==> config.mk <==
export PLATFORM = sky130hd
export DESIGN_NAME = pipeline_hazard_ctrl_flat
export DESIGN_NICKNAME = d
export VERILOG_FILES = /design/src/rtl/pipeline_hazard_ctrl_if.sv /design/src/rtl/pipeline_hazard_ctrl.sv /design/src/flat_wrapper.sv
export SDC_FILE = /design/constraint.sdc
export NUM_CORES = 1
export LEC_CHECK = 0
export ABC_CLOCK_PERIOD_IN_PS = 7400
export CORE_MARGIN = 2
export CORE_UTILIZATION = 68
export CTS_CLUSTER_DIAMETER = 150
export CTS_CLUSTER_SIZE = 30
export DETAILED_ROUTE_END_ITERATION = 6
export DONT_BUFFER_PORTS = 1
export PLACE_DENSITY = 0.95
export SLEW_MARGIN = 20
export SYNTH_ARGS = -nofsm -noshare
export SYNTH_HDL_FRONTEND = slang
export SYNTH_SLANG_ARGS = --single-unit
==> constraint.sdc <==
create_clock -name clk -period 7.4 [get_ports clk]
set_input_delay 2.22 -clock clk [delete_from_list [all_inputs] [get_ports clk]]
set_output_delay 2.22 -clock clk [all_outputs]
set_load 0.005 [all_outputs]
==> src/rtl/pipeline_hazard_ctrl_if.sv <==
// Hazard-detection inputs and pipeline control outputs shared between the
// pipeline datapath (master) and the hazard/sequencing controller (slave).
interface pipeline_hazard_ctrl_if #(
   parameter int unsigned CNT_W = 32
);
   logic             id_ex_memread;
   logic [4:0]       id_ex_rd;
   logic [4:0]       if_id_rs1;
   logic [4:0]       if_id_rs2;
   logic             ex_mem_branch;
   logic             ex_mem_zero;
   logic             halt_req;
   logic             pc_write;
   logic             if_id_write;
   logic             if_id_flush;
   logic             id_ex_flush;
   logic             ex_mem_flush;
   logic             halt_ack;
   logic [1:0]       state;
   logic [CNT_W-1:0] stall_cnt;
   logic [CNT_W-1:0] flush_cnt;

   modport master (
      output id_ex_memread, id_ex_rd, if_id_rs1, if_id_rs2,
             ex_mem_branch, ex_mem_zero, halt_req,
      input  pc_write, if_id_write, if_id_flush, id_ex_flush, ex_mem_flush,
             halt_ack, state, stall_cnt, flush_cnt
   );

   modport slave (
      input  id_ex_memread, id_ex_rd, if_id_rs1, if_id_rs2,
             ex_mem_branch, ex_mem_zero, halt_req,
      output pc_write, if_id_write, if_id_flush, id_ex_flush, ex_mem_flush,
             halt_ack, state, stall_cnt, flush_cnt
   );
endinterface

==> src/rtl/pipeline_hazard_ctrl.sv <==
// Load-use stall, taken-branch squash and halt drain/freeze sequencing for the
// 5-stage core, with saturating stall and flush event counters.
module pipeline_hazard_ctrl #(
   parameter int unsigned DRAIN_CYCLES = 4,
   parameter int unsigned CNT_W        = 32
) (
   input  logic                   clk,
   input  logic                   reset,
   pipeline_hazard_ctrl_if.slave  hz
);

   localparam int unsigned DW = 4;

   typedef enum logic [1:0] {
      ST_RUN    = 2'd0,
      ST_DRAIN  = 2'd1,
      ST_HALTED = 2'd2
   } state_e;

   state_e           state_q, state_d;
   logic [DW-1:0]    drain_q, drain_d;
   logic             halt_ack_q, halt_ack_d;
   logic [CNT_W-1:0] stall_cnt_q, stall_cnt_d;
   logic [CNT_W-1:0] flush_cnt_q, flush_cnt_d;

   logic load_use;
   logic taken;
   logic stall_inc;
   logic flush_inc;

   assign load_use = hz.id_ex_memread && (hz.id_ex_rd != 5'd0) &&
                     ((hz.id_ex_rd == hz.if_id_rs1) || (hz.id_ex_rd == hz.if_id_rs2));
   assign taken    = hz.ex_mem_branch && hz.ex_mem_zero;

   always_ff @(posedge clk or posedge reset) begin
      if (reset) begin
         state_q     <= ST_RUN;
         drain_q     <= '0;
         halt_ack_q  <= 1'b0;
         stall_cnt_q <= '0;
         flush_cnt_q <= '0;
      end else begin
         state_q     <= state_d;
         drain_q     <= drain_d;
         halt_ack_q  <= halt_ack_d;
         stall_cnt_q <= stall_cnt_d;
         flush_cnt_q <= flush_cnt_d;
      end
   end

   // Next-state and pipeline control decode; the unused encoding behaves as RUN.
   always_comb begin
      state_d         = state_q;
      drain_d         = drain_q;
      hz.pc_write     = 1'b1;
      hz.if_id_write  = 1'b1;
      hz.if_id_flush  = 1'b0;
      hz.id_ex_flush  = 1'b0;
      hz.ex_mem_flush = 1'b0;
      stall_inc       = 1'b0;
      flush_inc       = 1'b0;

      case (state_q)
         ST_DRAIN: begin
            hz.if_id_flush  = 1'b1;
            hz.pc_write     = taken;
            hz.id_ex_flush  = taken;
            hz.ex_mem_flush = taken;
            flush_inc       = taken;
            if (!hz.halt_req) begin
               state_d = ST_RUN;
            end else if (drain_q == '0) begin
               state_d = ST_HALTED;
            end else begin
               drain_d = drain_q - DW'(1);
            end
         end

         ST_HALTED: begin
            hz.pc_write    = 1'b0;
            hz.if_id_write = 1'b0;
            hz.if_id_flush = 1'b1;
            hz.id_ex_flush = 1'b1;
            if (!hz.halt_req) begin
               state_d = ST_RUN;
            end
         end

         default: begin
            state_d = ST_RUN;
            if (taken) begin
               hz.if_id_flush  = 1'b1;
               hz.id_ex_flush  = 1'b1;
               hz.ex_mem_flush = 1'b1;
               flush_inc       = 1'b1;
            end else if (load_use) begin
               hz.pc_write    = 1'b0;
               hz.if_id_write = 1'b0;
               hz.id_ex_flush = 1'b1;
               stall_inc      = 1'b1;
            end
            if (hz.halt_req) begin
               state_d = ST_DRAIN;
               drain_d = DW'(DRAIN_CYCLES - 1);
            end
         end
      endcase

      halt_ack_d  = (state_d == ST_HALTED);
      stall_cnt_d = (stall_inc && (stall_cnt_q != '1)) ? stall_cnt_q + CNT_W'(1) : stall_cnt_q;
      flush_cnt_d = (flush_inc && (flush_cnt_q != '1)) ? flush_cnt_q + CNT_W'(1) : flush_cnt_q;
   end

   assign hz.halt_ack  = halt_ack_q;
   assign hz.state     = state_q;
   assign hz.stall_cnt = stall_cnt_q;
   assign hz.flush_cnt = flush_cnt_q;

endmodule

==> src/flat_wrapper.sv <==
// flat-port wrapper written by rule: the top's interface ports become plain ports
module pipeline_hazard_ctrl_flat 
#(
   parameter int unsigned DRAIN_CYCLES = 4,
   parameter int unsigned CNT_W        = 32
)
  (clk, reset, hz_id_ex_memread, hz_id_ex_rd, hz_if_id_rs1, hz_if_id_rs2, hz_ex_mem_branch, hz_ex_mem_zero, hz_halt_req, hz_pc_write, hz_if_id_write, hz_if_id_flush, hz_id_ex_flush, hz_ex_mem_flush, hz_halt_ack, hz_state, hz_stall_cnt, hz_flush_cnt);
  pipeline_hazard_ctrl_if #(.CNT_W(CNT_W)) hz_i ();
  input  logic clk;
  input  logic reset;
  input wire logic [$bits(hz_i.id_ex_memread)-1:0] hz_id_ex_memread;
  input wire logic [$bits(hz_i.id_ex_rd)-1:0] hz_id_ex_rd;
  input wire logic [$bits(hz_i.if_id_rs1)-1:0] hz_if_id_rs1;
  input wire logic [$bits(hz_i.if_id_rs2)-1:0] hz_if_id_rs2;
  input wire logic [$bits(hz_i.ex_mem_branch)-1:0] hz_ex_mem_branch;
  input wire logic [$bits(hz_i.ex_mem_zero)-1:0] hz_ex_mem_zero;
  input wire logic [$bits(hz_i.halt_req)-1:0] hz_halt_req;
  output wire logic [$bits(hz_i.pc_write)-1:0] hz_pc_write;
  output wire logic [$bits(hz_i.if_id_write)-1:0] hz_if_id_write;
  output wire logic [$bits(hz_i.if_id_flush)-1:0] hz_if_id_flush;
  output wire logic [$bits(hz_i.id_ex_flush)-1:0] hz_id_ex_flush;
  output wire logic [$bits(hz_i.ex_mem_flush)-1:0] hz_ex_mem_flush;
  output wire logic [$bits(hz_i.halt_ack)-1:0] hz_halt_ack;
  output wire logic [$bits(hz_i.state)-1:0] hz_state;
  output wire logic [$bits(hz_i.stall_cnt)-1:0] hz_stall_cnt;
  output wire logic [$bits(hz_i.flush_cnt)-1:0] hz_flush_cnt;
  assign hz_i.id_ex_memread = hz_id_ex_memread;
  assign hz_i.id_ex_rd = hz_id_ex_rd;
  assign hz_i.if_id_rs1 = hz_if_id_rs1;
  assign hz_i.if_id_rs2 = hz_if_id_rs2;
  assign hz_i.ex_mem_branch = hz_ex_mem_branch;
  assign hz_i.ex_mem_zero = hz_ex_mem_zero;
  assign hz_i.halt_req = hz_halt_req;
  assign hz_pc_write = hz_i.pc_write;
  assign hz_if_id_write = hz_i.if_id_write;
  assign hz_if_id_flush = hz_i.if_id_flush;
  assign hz_id_ex_flush = hz_i.id_ex_flush;
  assign hz_ex_mem_flush = hz_i.ex_mem_flush;
  assign hz_halt_ack = hz_i.halt_ack;
  assign hz_state = hz_i.state;
  assign hz_stall_cnt = hz_i.stall_cnt;
  assign hz_flush_cnt = hz_i.flush_cnt;
  pipeline_hazard_ctrl #(.DRAIN_CYCLES(DRAIN_CYCLES), .CNT_W(CNT_W)) u_core (.clk(clk), .reset(reset), .hz(hz_i));
endmodule
# Word level (Yosys, flattened, before mapping)
# Cells that the tools add are included.
word_totals:
  output_inout_bits: 72
  word_cells: 48
  in_bits: 21
  register_bits: 71
classes:
  bitwise_logic: 1
  muxes: 21
  n_eq_ne: 8
  addsub: 3
  n_reduce_logical: 10
ops:
  columns: ["cell", "count"]
  rows:
  - ["32-bit by 1-bit adder with 32-bit output, second input constant", 2]
  - ["32-bit inequality test, second input constant", 2]
  - ["4-bit two-way mux", 3]
  - ["5-bit equality test", 2]
  - ["1-bit two-way mux", 9]
  - ["1-bit case mux with 2 select lines", 4]
  - ["4-bit case mux with 2 select lines", 1]
  - ["2-bit two-way mux", 3]
  - ["1-bit logical AND", 5]
  - ["5-bit nonzero test", 1]
  - ["2-bit equality test, second input constant", 2]
  - ["4-bit logical NOT", 1]
  - ["2-bit case mux with 2 select lines", 1]
  - ["4-bit by 1-bit subtractor with 4-bit output, second input constant", 1]
  - ["3-bit AND reduction", 1]
  - ["2-bit by 1-bit equality test with 1-bit output, second input constant", 1]
  - ["2-bit inequality test, second input constant", 1]
  - ["2-bit OR reduction", 1]
  - ["1-bit logical OR", 1]
  - ["1-bit inverter", 1]

# Logic depth before layout (Yosys ltp)
depth:
  ltp_word: 7
  ltp_mapped: 9
  depth_no_buf: 7

# Worst setup path before layout
# No wires, ideal clock.
synth_timing:
  kind: "input to output"
  from: "in hz_id_ex_rd[0]"
  to: "out hz_if_id_write"
  setup_slack_ns: 1.790
  n_path_buf: 1
  stages: 5
  arrival_time_ns: 3.390
  path_cell_list: "or4_1 -> o21a_1 -> and2_1 -> clkbuf_1 -> a21oi_1"
synth_via:
  elab_chain_len: 6
  elab_cells_between_ends: 9
  classes_between: "2 x eq/ne; 3 x mux; 4 x reduce/logical"
synth_rtl:
  columns: ["item", "line", "rtl"]
  rows:
  - ["start: declaration", "flat_wrapper.sv:12", "input wire logic [$bits(hz_i.id_ex_rd)-1:0] hz_id_ex_rd;"]
  - ["5-bit equality test / 5-bit nonzero test (equally long branches)", "pipeline_hazard_ctrl.sv:32, pipeline_hazard_ctrl.sv:31", null]
  - ["1-bit logical OR / 1-bit logical AND (equally long branches)", "pipeline_hazard_ctrl.sv:32, pipeline_hazard_ctrl.sv:31", null]
  - ["1-bit logical AND *", "pipeline_hazard_ctrl.sv:31", "assign load_use = hz.id_ex_memread && (hz.id_ex_rd != 5'd0) &&"]
  - ["1-bit two-way mux *", "pipeline_hazard_ctrl.sv:96", "end else if (load_use) begin"]
  - ["1-bit two-way mux *", "pipeline_hazard_ctrl.sv:91", "if (taken) begin"]
  - ["1-bit case mux with 2 select lines *", "pipeline_hazard_ctrl.sv:63", "case (state_q)"]
  - ["end: declaration", "flat_wrapper.sv:19", "output wire logic [$bits(hz_i.if_id_write)-1:0] hz_if_id_write;"]
# Mark *: on every way between the ends. The rest lies on a longest branch, timed or not.

# Final worst setup path
# Same ends and word-level chain as after synthesis.

==> implementation parameters <==
Parameter                              Value

Run status
  Status    completed

Worst setup path
  Largest fanout of any net on the critical path    7
  Required @ worst endpoint    5.18 ns
  Critical path startpoint category    input port
  Critical Path End Type    output pin
  Crit path kind    in2out
  Critical Path AT    ~3.4 ns
  Cell depth of the worst flop-to-flop path    6

GRT
  Most used routing layer in global routing    met2
  Number of antenna violations at the first check in global routing    0
  Met1 track demand over resource    33.0%
  Largest net degree at the start of global routing    around 70
  Met3 track demand over resource in global routing    7.94%
  GRT Overall Usage    26.4%
  Total congestion overflow    0
  Met2 track demand over resource in global routing    a little over two fifths
  Wire length of the first global-routing pass    12,400 um
  Via count of the first global-routing pass    2,567

CTS
  Clk buf depth    2
  TritonCTS clock tree    built
  Clock input transition at the sequential cells of the worst setup and hold paths    0.07 ns
  Post-CTS setup repair buffer count    0
  Post-CTS Hold Fix Bufs    0
  TritonCTS sink count    71
  Number of gates given a new drive strength after cts    0
  Clock buffer count from CTS    9
  Cell chosen for the clock root    clkbuf_8
  Level count of the clock H-tree    3
  Clock latency at the later pin of the worst-skew pair    0.33 ns

Floorplanning
  IO Count    93
  Number of rows created at floorplan    26
  Effective utilization at floorplan    70.4%
  Die Span Y    roughly 76 um
  Area of the die    5850 um^2
  Die boundary width    around 76 um
  Area inside the core boundary    5070 um^2

Cells and area
  Number of diodes    0
  Share of layout cells above drive strength 1    7.69%
  Final Net Count    around 370
  Post-synthesis to final-layout area growth    7.39%
  Most common cell after layout, fill and taps aside    dfrtp_1
  Fill count    333
  Most frequent cells in the layout    dfrtp_1 (71), xnor2_1 (51), nand3_1 (31), nand2_1 (30), xor2_1 (22)

STA
  Endpoints failing setup    0
  Peak Freq    around 0.18 GHz
  Clock tree skew after final layout    0.00816 ns
  Setup repair after global routing missed its margin    false
  Fin crit share    approximately 76%
  Sum Neg Setup Slack    0 ns
  Slew Limit Fails    0
  Actual slew at the worst max-slew pin    ~0.86 ns
  Minimum period implied by the final worst setup slack    5.60 ns
  Slew HR    between 40% and 50%
  Final hold viol count    0

Pwr
  Pleak    approximately 1.7 nW
  Power density over the cells    220 nW/um^2
  IR Drop Worst-Case VDD    0.167 mV
  Total chip power    0.000846 W

Min path
  Worst min path class    reg2reg
  Cell count of the worst hold path    1

Logic synthesis
  Synth cell types    41
  Fraction of the mapped netlist area in compound gates    under 10%
  Syn Nets    369
  Synth Warn #    0
  Xor and xnor fraction of the mapped netlist area    17.9%
  Main combinational cell family by area after synthesis    simple AND/OR/NAND/NOR gates
  Mapped Avg Cell Area    10.4 um^2
  Share of async-settable or async-resettable flops after synthesis    100%
  Post-Syn Instances    342
  Basic-gate share of the synthesized area counting and, or, nand and nor cells    23.3%
  Seq cells post-synth    71
  Post-synth design cell area    3570 um^2
  Number of enable-type register cells in the synthesized netlist    0
  Adder and majority cell fraction of the synthesized area    between 2 and 2.5%
  Mux share of post-synthesis cell area    0.946%
  Sequential area share after synthesis    49.7%
  Most frequently used flop master after synthesis    dfrtp_1

Drt
  Detailed-route wire length    7250 um
  Iteration-0 DRC Markers    between 100 and 150
  Total DRC errors in the routed layout    0
  Vias    ~2,600
  First-pass iteration count of the detailed router    4
  Antenna violation net count after detailed routing    0
  Via/cell ratio    6.12
  Post-detailed-route wirelength per cell    17.2 um

Run
  # Max-Cap Violations    0

Placement
  PortBufs    0
  Final RePlAce weighted congestion    between 0.8 and 0.9
  Total half-perimeter wirelength after legalization and detailed placement    5240 um
[registers in the layout, summed over array words and instances, names as in the netlist]
name / cells
u_core.hz.flush_cnt: 32
u_core.hz.state: 2
u_core.hz.stall_cnt: 32
u_core.hz.halt_ack: 1
u_core.drain_q: 4
[cells in the mapped netlist (2+ instances only)]
cell type	number	share of area [%]
a21oi_1	7	0.98
a31oi_1	2	0.35
and2_1	6	1.1
and3_1	9	1.6
and4_1	9	2.2
buf_2	2	0.28
clkbuf_1	4	0.42
dfrtp_1	71	50
ha_1	6	2.1
inv_1	11	1.2
mux2_2	3	0.95
nand2_1	30	3.2
nand2b_1	2	0.35
nand3_1	31	4.3
nand4_1	14	2.5
nor2_1	20	2.1
nor2b_1	3	0.53
nor3_1	13	1.8
nor3_2	2	0.56
nor4_1	2	0.35
o2111ai_1	2	0.49
o21a_1	2	0.42
o21ai_0	2	0.28
xnor2_1	51	13
xor2_1	22	5.4
[final cells by class]
type / count / area [um^2] / share of cell area (%)
well taps: 70 / 87.6 / 2.28
flip-flops and latches: 71 / 1780 / 46.3
clock buffers: 10 / 128 / 3.33
repair buffers: 1 / 7.51 / 0.196
clock inverters: 6 / 85.1 / 2.22
inverters: 11 / 41.3 / 1.08
multi-input cells: 252 / 1710 / 44.6
[logic make-up (layout without fill, tap and decap cells)]
group | after synthesis | in the layout
buffers and inverters | 19 | 28
AO/OA/AOI/OAI | 20 | 20
XOR/XNOR | 73 | 73
AND/OR/NAND/NOR | 150 | 150
flip-flops | 71 | 71
adder cells (fa/ha/maj) | 6 | 6
multiplexers | 3 | 3
[metrics by stage]
stage	hold WS, ns	area [um^2]	util (%)	instances	setup WS (ns)
after CTS	0.516	3840	75.6	421	1.80
final	0.514	3840	75.6	421	1.80
after detailed placement	0.506	3620	71.4	405	1.80
after floorplan	0.477	3570	-	342	1.79
after global placement	0.501	3620	71.4	405	1.81
after global routing	0.538	3840	75.6	421	1.72
[worst paths after layout]
path,slack (ns),from,to
max,1.80,hz_id_ex_rd[0],hz_if_id_write
min,0.51,u_core.hz.stall_cnt[25]$_DFFE_PP0P_,u_core.hz.stall_cnt[25]$_DFFE_PP0P_
max reg2reg,4.98,u_core.hz.stall_cnt[0]$_DFFE_PP0P_,u_core.hz.stall_cnt[1]$_DFFE_PP0P_
min reg2reg,0.51,u_core.hz.stall_cnt[25]$_DFFE_PP0P_,u_core.hz.stall_cnt[25]$_DFFE_PP0P_
max in group asynchronous,4.82,reset,u_core.hz.flush_cnt[9]$_DFFE_PP0P_
min in group asynchronous,2.00,reset,u_core.hz.flush_cnt[29]$_DFFE_PP0P_
[routing by layer]
layer	wire length (um)	share of wire [%]
met5	0	0
met4	148	2.0
met3	573	7.9
met2	3580	49
met1	2950	41
[critical path, stage by stage]
cell	delay [ns]
or4_1	0.51
o21a_1	0.21
and2_1	0.23
a21oi_1	0.21
[where the power goes]
part	internal (W)	switching [W]
registers	0.000411	0.0000339
logic	0.0000322	0.0000373
clock network	0.000189	0.000142
total	0.000632	0.000213
Power figures use the tool's default switching activity.
